`config.mk`:
```
export PLATFORM = sky130hd
export DESIGN_NAME = tw_factor_loader
export DESIGN_NICKNAME = d
export VERILOG_FILES = /design/src/rtl/tw_factor_loader.sv
export SDC_FILE = /design/constraint.sdc
export NUM_CORES = 1
export LEC_CHECK = 0
export CAP_MARGIN = 20
export CORE_ASPECT_RATIO = 0.9
export CORE_MARGIN = 10
export CORE_UTILIZATION = 52
export DETAILED_ROUTE_END_ITERATION = 12
export GPL_TIMING_DRIVEN = 1
export PLACE_DENSITY = 0.81
export SETUP_SLACK_MARGIN = 0.5
export SLEW_MARGIN = 20
export SYNTH_ARGS = -nofsm -noshare
export SYNTH_HDL_FRONTEND = slang
export SYNTH_SLANG_ARGS = --single-unit
```
`constraint.sdc`:
```
create_clock -name clk -period 7.8 [get_ports clk]
set_clock_uncertainty 0.1 [all_clocks]
set_input_delay 1.95 -clock clk [delete_from_list [all_inputs] [get_ports clk]]
set_output_delay 1.95 -clock clk [all_outputs]
set_load 0.02 [all_outputs]
```
`src/rtl/tw_factor_loader.sv`:
```
// Run-time twiddle writer: streams psi_1..psi_7 into a shadow bank, then commits all seven at once.
// Optional range check against Q is enabled by defining TW_RANGE_CHECK_EN. Start to done is at least 9 cycles.
module tw_factor_loader #(
    parameter int          DATA_WIDTH = 64,
    parameter int          NUM_TW     = 7,
    parameter logic [63:0] Q          = 64'hFFFF_FFFF_0000_0001
) (
    input  logic                  clk,
    input  logic                  rst,
    input  logic                  start,
    input  logic                  s_valid,
    output logic                  s_ready,
    input  logic [DATA_WIDTH-1:0] s_data,
    output logic                  busy,
    output logic                  done,
    output logic                  err,
    output logic                  tw_valid,
    output logic [DATA_WIDTH-1:0] psi_1,
    output logic [DATA_WIDTH-1:0] psi_2,
    output logic [DATA_WIDTH-1:0] psi_3,
    output logic [DATA_WIDTH-1:0] psi_4,
    output logic [DATA_WIDTH-1:0] psi_5,
    output logic [DATA_WIDTH-1:0] psi_6,
    output logic [DATA_WIDTH-1:0] psi_7
);

    typedef enum logic [1:0] {
        IDLE   = 2'd0,
        LOAD   = 2'd1,
        COMMIT = 2'd2
    } state_t;

    state_t                state;
    state_t                state_nxt;
    logic [2:0]            cnt;
    logic [DATA_WIDTH-1:0] shadow [NUM_TW];
    logic [DATA_WIDTH-1:0] psi_q  [NUM_TW];
    logic                  last_word;
    logic                  range_bad;
    logic                  word_ok;

    assign last_word = (cnt == 3'(NUM_TW - 1));

`ifdef TW_RANGE_CHECK_EN
    localparam logic [DATA_WIDTH-1:0] QW = DATA_WIDTH'(Q);
    assign range_bad = (s_data >= QW);
`else
    assign range_bad = 1'b0;
`endif

    // A word is stored only when it is handshaken and passes the range check.
    assign word_ok = (state == LOAD) && s_valid && !range_bad;

    always_ff @(posedge clk) begin
        if (rst) begin
            state <= IDLE;
        end else begin
            state <= state_nxt;
        end
    end

    // s_ready and busy depend on the state register only.
    always_comb begin
        state_nxt = state;
        s_ready   = 1'b0;
        busy      = 1'b1;
        case (state)
            IDLE: begin
                busy = 1'b0;
                if (start) state_nxt = LOAD;
            end
            LOAD: begin
                s_ready = 1'b1;
                if (s_valid) begin
                    if (range_bad)      state_nxt = IDLE;
                    else if (last_word) state_nxt = COMMIT;
                end
            end
            COMMIT: begin
                state_nxt = IDLE;
            end
            default: begin
                state_nxt = IDLE;
            end
        endcase
    end

    always_ff @(posedge clk) begin
        if (word_ok) shadow[cnt] <= s_data;
    end

    always_ff @(posedge clk) begin
        if (rst) begin
            cnt      <= 3'd0;
            done     <= 1'b0;
            err      <= 1'b0;
            tw_valid <= 1'b0;
            for (int i = 0; i < NUM_TW; i++) psi_q[i] <= '0;
        end else begin
            done <= 1'b0;
            err  <= 1'b0;
            case (state)
                IDLE: begin
                    if (start) cnt <= 3'd0;
                end
                LOAD: begin
                    if (s_valid) begin
                        if (range_bad) err <= 1'b1;
                        else           cnt <= cnt + 3'd1;
                    end
                end
                COMMIT: begin
                    psi_q    <= shadow;
                    done     <= 1'b1;
                    tw_valid <= 1'b1;
                end
                default: ;
            endcase
        end
    end

    assign psi_1 = psi_q[0];
    assign psi_2 = psi_q[1];
    assign psi_3 = psi_q[2];
    assign psi_4 = psi_q[3];
    assign psi_5 = psi_q[4];
    assign psi_6 = psi_q[5];
    assign psi_7 = psi_q[6];

endmodule
```
; Word level (Yosys, flattened, before mapping)
; Cells that the tools add are included.
[op_classes]
n_addsub = 1
order_cmp = 2
eq_ne = 6
muxes = 13
bitwise = 1
reduce_logical = 6
[ops]
columns = cell, n
row1 = $bwmux 448, 1
row2 = $demux 64 s3, 1
row3 = $mux 64, 1
row4 = $mux 2, 3
row5 = $mux 3, 2
row6 = $ne 2x2->1 const B, 3
row7 = $pmux 3 s2, 1
row8 = $reduce_and 3->1, 2
row9 = $ge 4x4->1 const B, 1
row10 = $lt 4x1->1 const B, 1
row11 = $not 3->4, 1
row12 = $pmux 2 s2, 1
row13 = $add 3x1->3 const B, 1
row14 = $eq 3x3->1 const B, 1
row15 = $mux 1, 3
row16 = $eq 2x1->1 const B, 1
row17 = $eq 2x2->1 const B, 1
row18 = $logic_and 1x1->1, 2
row19 = $logic_not 2->1, 1
row20 = $reduce_bool 2->1, 1
[word_totals]
regBits = 903
input_bits = 68
word_cells = 47

; Logic depth before layout (Yosys ltp)
; Gate-level depths: netlist of the first run.
[depth]
ltp_word = 6
ltp_mapped = 6
ltp_nobuf = 5

; Worst setup path after synthesis of the first run
; OpenSTA, ideal clock, no wires.
[synth_path]
path_type = input-to-reg
startpoint = in s_valid
endpoint = reg shadow[384] (netlist name), enable pin
setup_time_ns = 0.564
arrival_time_ns = 6.475
required_time_ns = 7.136
path_slack_ns = 0.661
path_stages = 2
path_cell_list = nand3_1 -> nor3_1
[synth_via]
elab_chain_cells = 1
[synth_lines]
columns = element, line
row1 = from (decl), 11  ; input logic s_valid,
row2 = $logic_and 1x1->1, 52  ; assign word_ok = (state == LOAD) && s_valid && !range_bad;
row3 = "to (signal, indexed assignment)", 89  ; if (word_ok) shadow[cnt] <= s_data;
row4 = to (decl), 36  ; logic [DATA_WIDTH-1:0] shadow [NUM_TW];
; Every way passes these cells.
; A chain may end at the register's enable or synchronous reset.

; Final worst setup path of the first run
[layout_path]
startpoint = in s_valid
endpoint = reg shadow[157] (netlist name), enable pin
; The elaborated chain is that of the path after synthesis.

==> impl_metrics.py, run 1 <==
metrics = {
    "timing": {
        "hold_viol_final": 0,
        "min_period_over_period": 0.561,
        "fin_crit_ps": 4380,
        "tightest_slew_ps": 1090,
        "fin_tns_setup_ps": 0,
        "rsz0062_at_grt": "no",
        "hold_ws_ps": 354,
        "slew_violations": 0,
        "setup_viol": 0,
        "slew_headroom": 0.276,
        "fmax_mhz": 229,
    },
    "layout": {
        "final_cells": 3744,
        "fillers": 3720,
        "final_common_cell": "nand2_1",
        "final_cell_mix": "nand2_1, clkdlybuf4s50_1, dfxtp_1, a21oi_1, edfxtp_1",
        "fin_nets": 2987,
        "fin_util": 0.674,
        "drive_gt1_frac": 0.0549,
        "syn_to_final_growth_pct": 27.7,
        "num_antenna_cells": 0,
        "fin_area_um2": 37700,
    },
    "logic_synthesis": {
        "yosysUniqueCellTypes": 24,
        "avgSynthCellArea_um2": 12.1,
        "yosys.area.top_type": "edfxtp_1",
        "ys_ff_latch": 903,
        "yosysTopAreaCellShare": 0.456,
        "syn_inst": 2443,
        "yosysSeqAreaShare": 0.764,
        "async_flop_share": 0,
        "synth_edf_count": 448,
        "netlist_area_um2": 29500,
        "yosys-top-cells-area": "edfxtp_1, dfxtp_1, nand2_1",
        "synth_ff_type": "dfxtp_1",
        "postSynthNetCount": 2513,
        "yosysWarnings": 0,
    },
    "placed_design": {
        "dp_hpwl_um": 50700,
        "place.gp.congestion": 0.820,
        "placed_cell_area_um2": 34800,
        "numPortBuffers": 519,
        "dp_cells": 3585,
    },
    "route": {
        "wire_per_inst_um": 21.6,
        "vias": 20190,
        "firstDrtPassIters": 5,
        "drc": 0,
        "drt_iter0_markers": 2154,
        "ant_nets": 0,
        "wirelength_um": 81000,
        "vias_per_cell": 5.39,
    },
    "die": {
        "io_pins": 521,
        "initial_core_util": 0.528,
        "dieHeight_um": 246,
        "dieWidth_um": 271,
        "placementRows": 82,
        "core_area_um2": 55900,
        "dieArea_um2": 66700,
    },
    "clock_network": {
        "root_buffer": "clkbuf_16",
        "path_clk_slew_ps": 60,
        "cts_resized": 0,
        "hold_buffers": 0,
        "cts_tree": "built",
        "clock-sinks": 903,
        "worstSkewPairLatency_ps": 640,
        "cts_setup_buffers": 0,
        "clockBufferDepth": 3,
        "numCtsBuffers": 85,
        "htreeDepth": 3,
    },
    "global_route": {
        "antenna_found_initial": 1,
        "grt_util_all_layers": 0.231,
        "grt_overflow_total": 0,
        "grt_pass1_vias": 20144,
        "grt_max_degree": 198,
        "grt_pass1_wl_um": 120000,
    },
    "critical_path": {
        "critPathKind": "in -> reg",
        "crit_chain": "clkdlybuf4s50_1 > nand3_1 > nor2_4 > buf_4",
        "end_kind": "flop",
        "required_ps": 7960,
        "slowest_delay_ps": 920,
        "setup.worst_path.start_class": "primary input",
        "arrival_ps": 4530,
        "critPathSlowestCell": "nor2_4",
        "cp_max_fo": 33,
    },
    "flow_run": {
        "maxCapViolations": 0,
    },
    "power": {
        "p_leak_nw": 12.0,
        "ir_worst_vdd_uv": 202,
        "p_per_area_nw_per_um2": 248,
    },
    "min_path": {
        "hold_class": "reg -> reg",
    },
    "run_status": {
        "status": "finished clean",
    },
}
-- logic make-up (layout without fill, tap and decap cells) --
logic type / Yosys count / in the layout / share of synthesized area
other: 1 / 1 / 0.000127
and+or+nand+nor: 928 / 928 / 0.119
DFF: 903 / 903 / 0.764
adders and majority gates: 2 / 2 / 0.000847
AOI/OAI and AO/OA: 455 / 455 / 0.0773
buffers and inverters: 154 / 699 / 0.0383
-- cell usage after synthesis, types with 2 or more instances --
cell type    n
nor3_1       4
nor2_1       9
edfxtp_1   448
o21ai_0      2
nor2b_1      3
buf_6       50
nand2b_1     3
a21oi_1    450
buf_4       45
ha_1         2
nand2_1    903
dfxtp_1    455
nand3_1      2
buf_2        6
clkbuf_1    52
-- flip-flops by register name (all words and copies together), names as in the netlist --
| signal | count |
|---|---|
| shadow | 448 |
| psi_1 | 64 |
| psi_2 | 64 |
| psi_3 | 64 |
| psi_4 | 64 |
| psi_5 | 64 |
| psi_6 | 64 |
| psi_7 | 64 |
| cnt | 3 |
| state | 2 |
| done | 1 |
| tw_valid | 1 |
-- critical path, delay by kind of cell --
family / cells / cell delay, ps
AND/OR/NAND/NOR: 2 / 1290
buffers and inverters: 2 / 1210
-- layer usage --
layer  global-route usage  part of all wire  vias up
met5                    0          0.000012        -
met4               0.0950             0.034        2
met3               0.0670             0.094      166
met2                0.387              0.50      964
met1                0.279              0.38     9890
li1                     -                 -     9168
-- where the power goes --
group / switching (mW) / internal, mW / total [mW] / leakage [nW]
registers: 0.00594 / 4.99 / 5.00 / 7.70
logic: 0.107 / 0.0363 / 0.143 / 2.87
clock network: 1.76 / 2.47 / 4.22 / 1.42
-- cell type report --
class / instances / area [µm²] / area share
sequential: 903 / 22600 / 0.598
clock inverter: 39 / 464 / 0.0123
inverter: 1 / 3.75 / 0.0000995
timing repair buffer: 540 / 5430 / 0.144
tap: 756 / 946 / 0.0251
clock buffer: 119 / 2410 / 0.0638
multi-input combinational: 1386 / 5900 / 0.156
-- path summary, 6_finish.rpt --
kind,startpoint,end,slack [ps],depth (start not counted)
hold / removal,psi_2[30]$_SDFFE_PP0P_,psi_2[30]$_SDFFE_PP0P_,350,2
setup / recovery,s_valid,shadow[157]$_DFFE_PP_,3420,4
hold reg to reg,psi_2[30]$_SDFFE_PP0P_,psi_2[30]$_SDFFE_PP0P_,350,2
setup reg to reg,state[0]$_SDFFE_PP0P_,shadow[157]$_DFFE_PP_,4530,4
-- stage by stage --
step	setup slack, ps	power [mW]
global placement	2820	5.24
detailed placement	2690	5.24
global route	3270	9.60
finish	3420	9.36
floorplan	661	5.15
CTS	3350	9.41
No activity file was read; power rests on OpenSTA's default activity.
==> run 2: changes to the inputs <==
- clock period: 7.8 -> 4.4 ns (I/O delays scaled with it)
==> run 2 against run 1 <==
Compared with the run above:
- global-route usage is 0.26 points higher
- register-to-register slack got worse by 2800 ps
- cell count up 0.40%
- critical endpoint is now s_ready
==> impl_metrics.py, run 2 (synthesis gave the netlist of run 1 again) <==
metrics = {
    "critical_path": {
        "path_delay_family": "buffers and inverters",
        "critPathKind": "reg -> out",
        "critPathSlowestCell": "clkdlybuf4s50_1",
        "setup.worst_path.start_class": "flop",
        "end_kind": "output pin",
        "cp_max_fo": 9,
        "slowest_delay_ps": 760,
        "arrival_ps": 2200,
        "crit_chain": "nor2b_1 > clkdlybuf4s50_1",
        "cp.buffers_inverters": 1,
        "required_ps": 3200,
    },
    "layout": {
        "num_antenna_cells": 0,
        "multi_input_area_um2": 5910,
        "largest-register": "shadow",
        "final_cell_mix": "nand2_1, clkdlybuf4s50_1, dfxtp_1, a21oi_1, edfxtp_1",
        "fin_area_um2": 37900,
        "final_common_cell": "nand2_1",
        "seqCellArea_um2": 22600,
        "syn_to_final_growth_pct": 28.3,
        "fin_util": 0.677,
        "fin_nets": 3002,
        "largest_register_ffs": 448,
        "final_cells": 3759,
        "drive_gt1_frac": 0.0569,
        "fillers": 3705,
    },
    "global_route": {
        "grt_max_degree": 150,
        "grt_util_all_layers": 0.234,
        "grt_overflow_total": 0,
        "grt_pass1_vias": 20486,
        "grt_pass1_wl_um": 121000,
        "antenna_found_initial": 2,
    },
    "die": {
        "dieWidth_um": 271,
        "placementRows": 82,
        "dieHeight_um": 246,
        "dieArea_um2": 66700,
        "initial_core_util": 0.528,
        "core_area_um2": 55900,
        "io_pins": 521,
    },
    "run_status": {
        "status": "finished clean",
    },
    "route": {
        "firstDrtPassIters": 6,
        "ant_nets": 0,
        "drt_iter0_markers": 2103,
        "wirelength_um": 81700,
        "wl_met2_um": 41200,
        "wire_per_inst_um": 21.7,
        "dr.max_layer_used": "met5",
        "wl_met3_um": 7100,
        "drc": 0,
        "vias_per_cell": 5.44,
        "wirelength_met1_um": 31000,
        "vias": 20453,
    },
    "placed_design": {
        "placed_cell_area_um2": 35100,
        "dp_hpwl_um": 52500,
        "dp_cells": 3601,
        "place.gp.congestion": 0.825,
        "numPortBuffers": 519,
    },
    "power": {
        "swShare": 0.199,
        "p_leak_nw": 12.0,
        "power_switching_mw": 3.25,
        "combPwrFrac": 0.016,
        "p_seq_frac": 0.544,
        "p_per_area_nw_per_um2": 430,
        "ir_worst_vdd_uv": 293,
        "clockPowerShare": 0.440,
        "p_int_mw": 13.1,
    },
    "timing": {
        "fmax_mhz": 294,
        "tightest_slew_ps": 932,
        "fin_crit_ps": 3400,
        "min_period_over_period": 0.772,
        "hold_viol_final": 0,
        "fin_tns_setup_ps": 0,
        "rsz0062_at_grt": "no",
        "hold_ws_ps": 353,
        "setup_viol": 0,
        "slew_violations": 0,
        "slew_headroom": 0.379,
    },
    "clock_network": {
        "path_clk_slew_ps": 60,
        "clock-sinks": 903,
        "cts_setup_buffers": 0,
        "root_buffer": "clkbuf_16",
        "cts_resized": 0,
        "numCtsBuffers": 85,
        "worstSkewPairLatency_ps": 620,
        "clockBufferDepth": 3,
        "hold_buffers": 0,
        "htreeDepth": 3,
        "cts_tree": "built",
    },
    "min_path": {
        "hold_class": "reg -> reg",
    },
    "flow_run": {
        "maxCapViolations": 0,
    },
}
run 2: cell count changes in the layout (fill, tap and decap cells not counted), moves of 3 or more:
cell	before	now
buf_12	2	17
clkbuf_16	87	90
clkinv_1	5	9
clkinv_2	18	11
clkbuf_1	21	25
buf_4	16	19
bufinv_16	9	3
run 2: layout make-up:
type / count / share of cell area
clock inverter: 32 / 0.00710
clock buffer: 126 / 0.0659
timing repair buffer: 555 / 0.150
multi-input combinational: 1386 / 0.156
sequential: 903 / 0.596
tap: 756 / 0.0250
inverter: 1 / 0.0000991
run 2: final timing paths:
path	from	end	slack [ps]	cells past startpoint
setup / recovery	state[0]$_SDFFE_PP0P_	s_ready	1000	2
hold reg to reg	psi_1[34]$_SDFFE_PP0P_	psi_1[34]$_SDFFE_PP0P_	350	2
setup reg to reg	state[0]$_SDFFE_PP0P_	shadow[285]$_DFFE_PP_	1770	4
hold / removal	psi_1[34]$_SDFFE_PP0P_	psi_1[34]$_SDFFE_PP0P_	350	2
run 2: per-stage QoR:
stage               worst slack [ps]  total power, mW
floorplan                       -172             9.12
global placement                 933             9.30
detailed placement               883             9.31
CTS                              983             16.4
global route                     860             16.7
finish                          1000             16.3
run 2: routing by layer:
| layer | up-vias | GRT usage |
|---|---|---|
| met5 | - | 0 |
| met4 | 4 | 0.0805 |
| met3 | 138 | 0.0615 |
| met2 | 969 | 0.399 |
| met1 | 10122 | 0.285 |
| li1 | 9220 | - |
run 2: worst register-to-register path, delay by kind of cell, from the launching register on:
| kind | cells | cell delay [ps] |
|---|---|---|
| simple gates | 3 | 1450 |
| flops | 1 | 480 |
| buf+inv | 1 | 310 |
run 2: power groups by stage:
stage | sequential, mW | combinational, mW | clock [mW]
4_1_cts | 8.86 | 0.267 | 7.25
2_1_floorplan | 9.04 | 0.0763 | 0
6_report | 8.86 | 0.268 | 7.17
3_3_place_gp | 9.04 | 0.258 | 0
3_5_place_dp | 9.04 | 0.266 | 0
5_1_grt | 8.86 | 0.283 | 7.60
==> variant (settings of run 2) <==
`NUM_TW`: 7 -> 8.
--- a/src/rtl/tw_factor_loader.sv
+++ b/src/rtl/tw_factor_loader.sv
@@ -2,7 +2,7 @@
 // Optional range check against Q is enabled by defining TW_RANGE_CHECK_EN. Start to done is at least 9 cycles.
 module tw_factor_loader #(
     parameter int          DATA_WIDTH = 64,
-    parameter int          NUM_TW     = 7,
+    parameter int          NUM_TW     = 8,
     parameter logic [63:0] Q          = 64'hFFFF_FFFF_0000_0001
 ) (
     input  logic                  clk,
Formal check against the unedited RTL: no difference found for any inputs over 4 cycles, from zero or initial values and one cycle with rst high; that may be too few to reach the edited logic, so the function may still have changed.
==> variant against run 2 <==
  * Sequential cell count unchanged
  * First-iteration DRC count increased by 3.4%
  * Synthesized cell count decreased by 0.25%
  * Fmax increased by 0.48%
  * Critical endpoint unchanged
  * Critical path type unchanged
  * Non-clock buffer count decreased by 8
  * Largest power group unchanged
  * Routed wire length decreased by 2.1%
  * Register-to-register slack improved by 0.22 ns
  * Power increased by 0.50%
  * Sequential share of layout area increased by 0.20 points
  * Area after synthesis decreased by 0.53%
  * Final area decreased by 0.33%
  * Worst setup slack improved by 0.016 ns
==> variant: results <==
export IMPL_cts_buffers=84
export IMPL_postCtsSetupBuffers=0
export IMPL_diodes=0
export IMPL_antenna_found_initial=0
export IMPL_worstSkewPairLatency_ns=0.62
export IMPL_r2r_end="psi_1[7]"
export IMPL_synth_warnings=0
export IMPL_dr_pass1_iters=5
export IMPL_grt_pass1_wl_microns=119000
export IMPL_synthTopCellsByArea="edfxtp_1 46%, dfxtp_1 31%, nand2_1 12%"
export IMPL_whs_endpoint="psi_2[50]"
export IMPL_cts_hold_buf=0
export IMPL_clkTransAtPathRegs_ns=0.06
export IMPL_synth_edf_count=448
export IMPL_drive_gt1_share_pct=5.46
export IMPL_hold_depth=2
export IMPL_h_tree_depth=3
export IMPL_rr_worst_depth=4
export IMPL_wl_microns=79900
export IMPL_top_register="shadow"
export IMPL_slew_headroom_pct=35.0
export IMPL_cts_resized=0
export IMPL_syn_nets=2507
export IMPL_fin_nets=2987
export IMPL_postRouteAntennaNets=0
export IMPL_hold_path_class="reg2reg"
export IMPL_grt_max_degree=201
export IMPL_portBuffers=519
export IMPL_cp_arrival_ns=2.18
export IMPL_synth_async_reset_ratio_pct=0
export IMPL_grt_usage_pct=23.0
export IMPL_worst_path_max_fanout=11
export IMPL_largest_reg_flops=448
export IMPL_r2r_setup_slack_ns=1.99
export IMPL_r2r_start="state[0]"
export IMPL_p_int_uw=13100
export IMPL_synth_ff_type="dfxtp_1"
export IMPL_worstHoldStart="psi_2[50]"
export IMPL_synthTopCellsByCount="900 x nand2_1, 455 x dfxtp_1, 450 x a21oi_1"
export IMPL_place_hpwl_microns=49700
export IMPL_place_gp_congestion=0.839
export IMPL_dr_first_iter_drc_count=2174
export IMPL_clk_path_buf_depth=3
export IMPL_status="completed"
export IMPL_peakVddDrop_mv=0.301
export IMPL_clockRootBuffer="clkbuf_16"
export IMPL_yosysUniqueCellTypes=21
export IMPL_synth_seq_area_share_pct=76.8
export IMPL_place_ws_ns=0.774
export IMPL_p_leak_uw=0.0120
export IMPL_vias=20300
[variant: cell types whose count changed in the layout (fill, tap and decap cells not counted), moves of 3 or more]
cell / change
buf_12: -5
bufinv_16: +4
clkbuf_1: -4
buf_4: -3
clkbuf_16: -3
nand2_1: -3
[variant: layout make-up]
type                    count  area [sq um]
repair buffers            547          5560
clock buffers             118          2390
flip-flops and latches    903         22600
fillers                  3775         18100
multi-input cells        1381          5890
well taps                 756           946
clock inverters            38           390
[variant: metrics by stage]
stage	util, %	cells	TNS, ns	hold slack, ns	instance area (sq um)
6_report	67.6	3743	0	0.354	37700
5_1_grt	67.6	3743	0	0.367	37700
4_1_cts	67.6	3743	0	0.354	37700
3_5_place_dp	62.6	3587	0	0.346	35000
3_3_place_gp	62.6	3587	0	0.342	35000
2_1_floorplan	-	2437	-86.71	0.371	29400
[variant: worst max path at each step]
stage,depth (start not counted),to,start,slack (ns)
6_report,2,s_ready,state[0],1.02
2_1_floorplan,3,shadow[320],s_valid,-0.37
3_3_place_gp,5,shadow[96],s_valid,0.87
4_1_cts,2,s_ready,state[0],1.0
5_1_grt,2,s_ready,state[0],0.90
3_5_place_dp,5,shadow[96],s_valid,0.77
[variant: per-layer routing]
metal | GRT usage [%] | vias to the layer above | routed length, microns
met2 | 39.8 | 1003 | 40300
met3 | 6.19 | 132 | 7150
met1 | 28.1 | 9948 | 30600
li1 | - | 9185 | -
met4 | 6.45 | 0 | 1870
met5 | 0 | - | 0
[variant: power groups by stage]
stage / Combinational, uW / Clock [uW] / Sequential (uW)
3_3_place_gp: 248 / 0 / 9040
6_report: 257 / 7260 / 8860
5_1_grt: 271 / 7680 / 8860
3_5_place_dp: 254 / 0 / 9040
4_1_cts: 256 / 7360 / 8860
2_1_floorplan: 78.0 / 0 / 9040
[variant: kinds of logic after synthesis]
group,after synthesis,share of synthesized area (%)
AO/OA/AOI/OAI,455,7.80
flip-flops,903,76.8
adder cells (fa/ha/maj),2,0.0852
buffers and inverters,153,3.37
other,1,0.0128
AND/OR/NAND/NOR,923,11.9
[variant: worst max-delay path, stage by stage, from the launching register on]
cell             delay [ns]
dfxtp_1                0.57
nor2b_1                0.27
clkdlybuf4s50_1        0.72
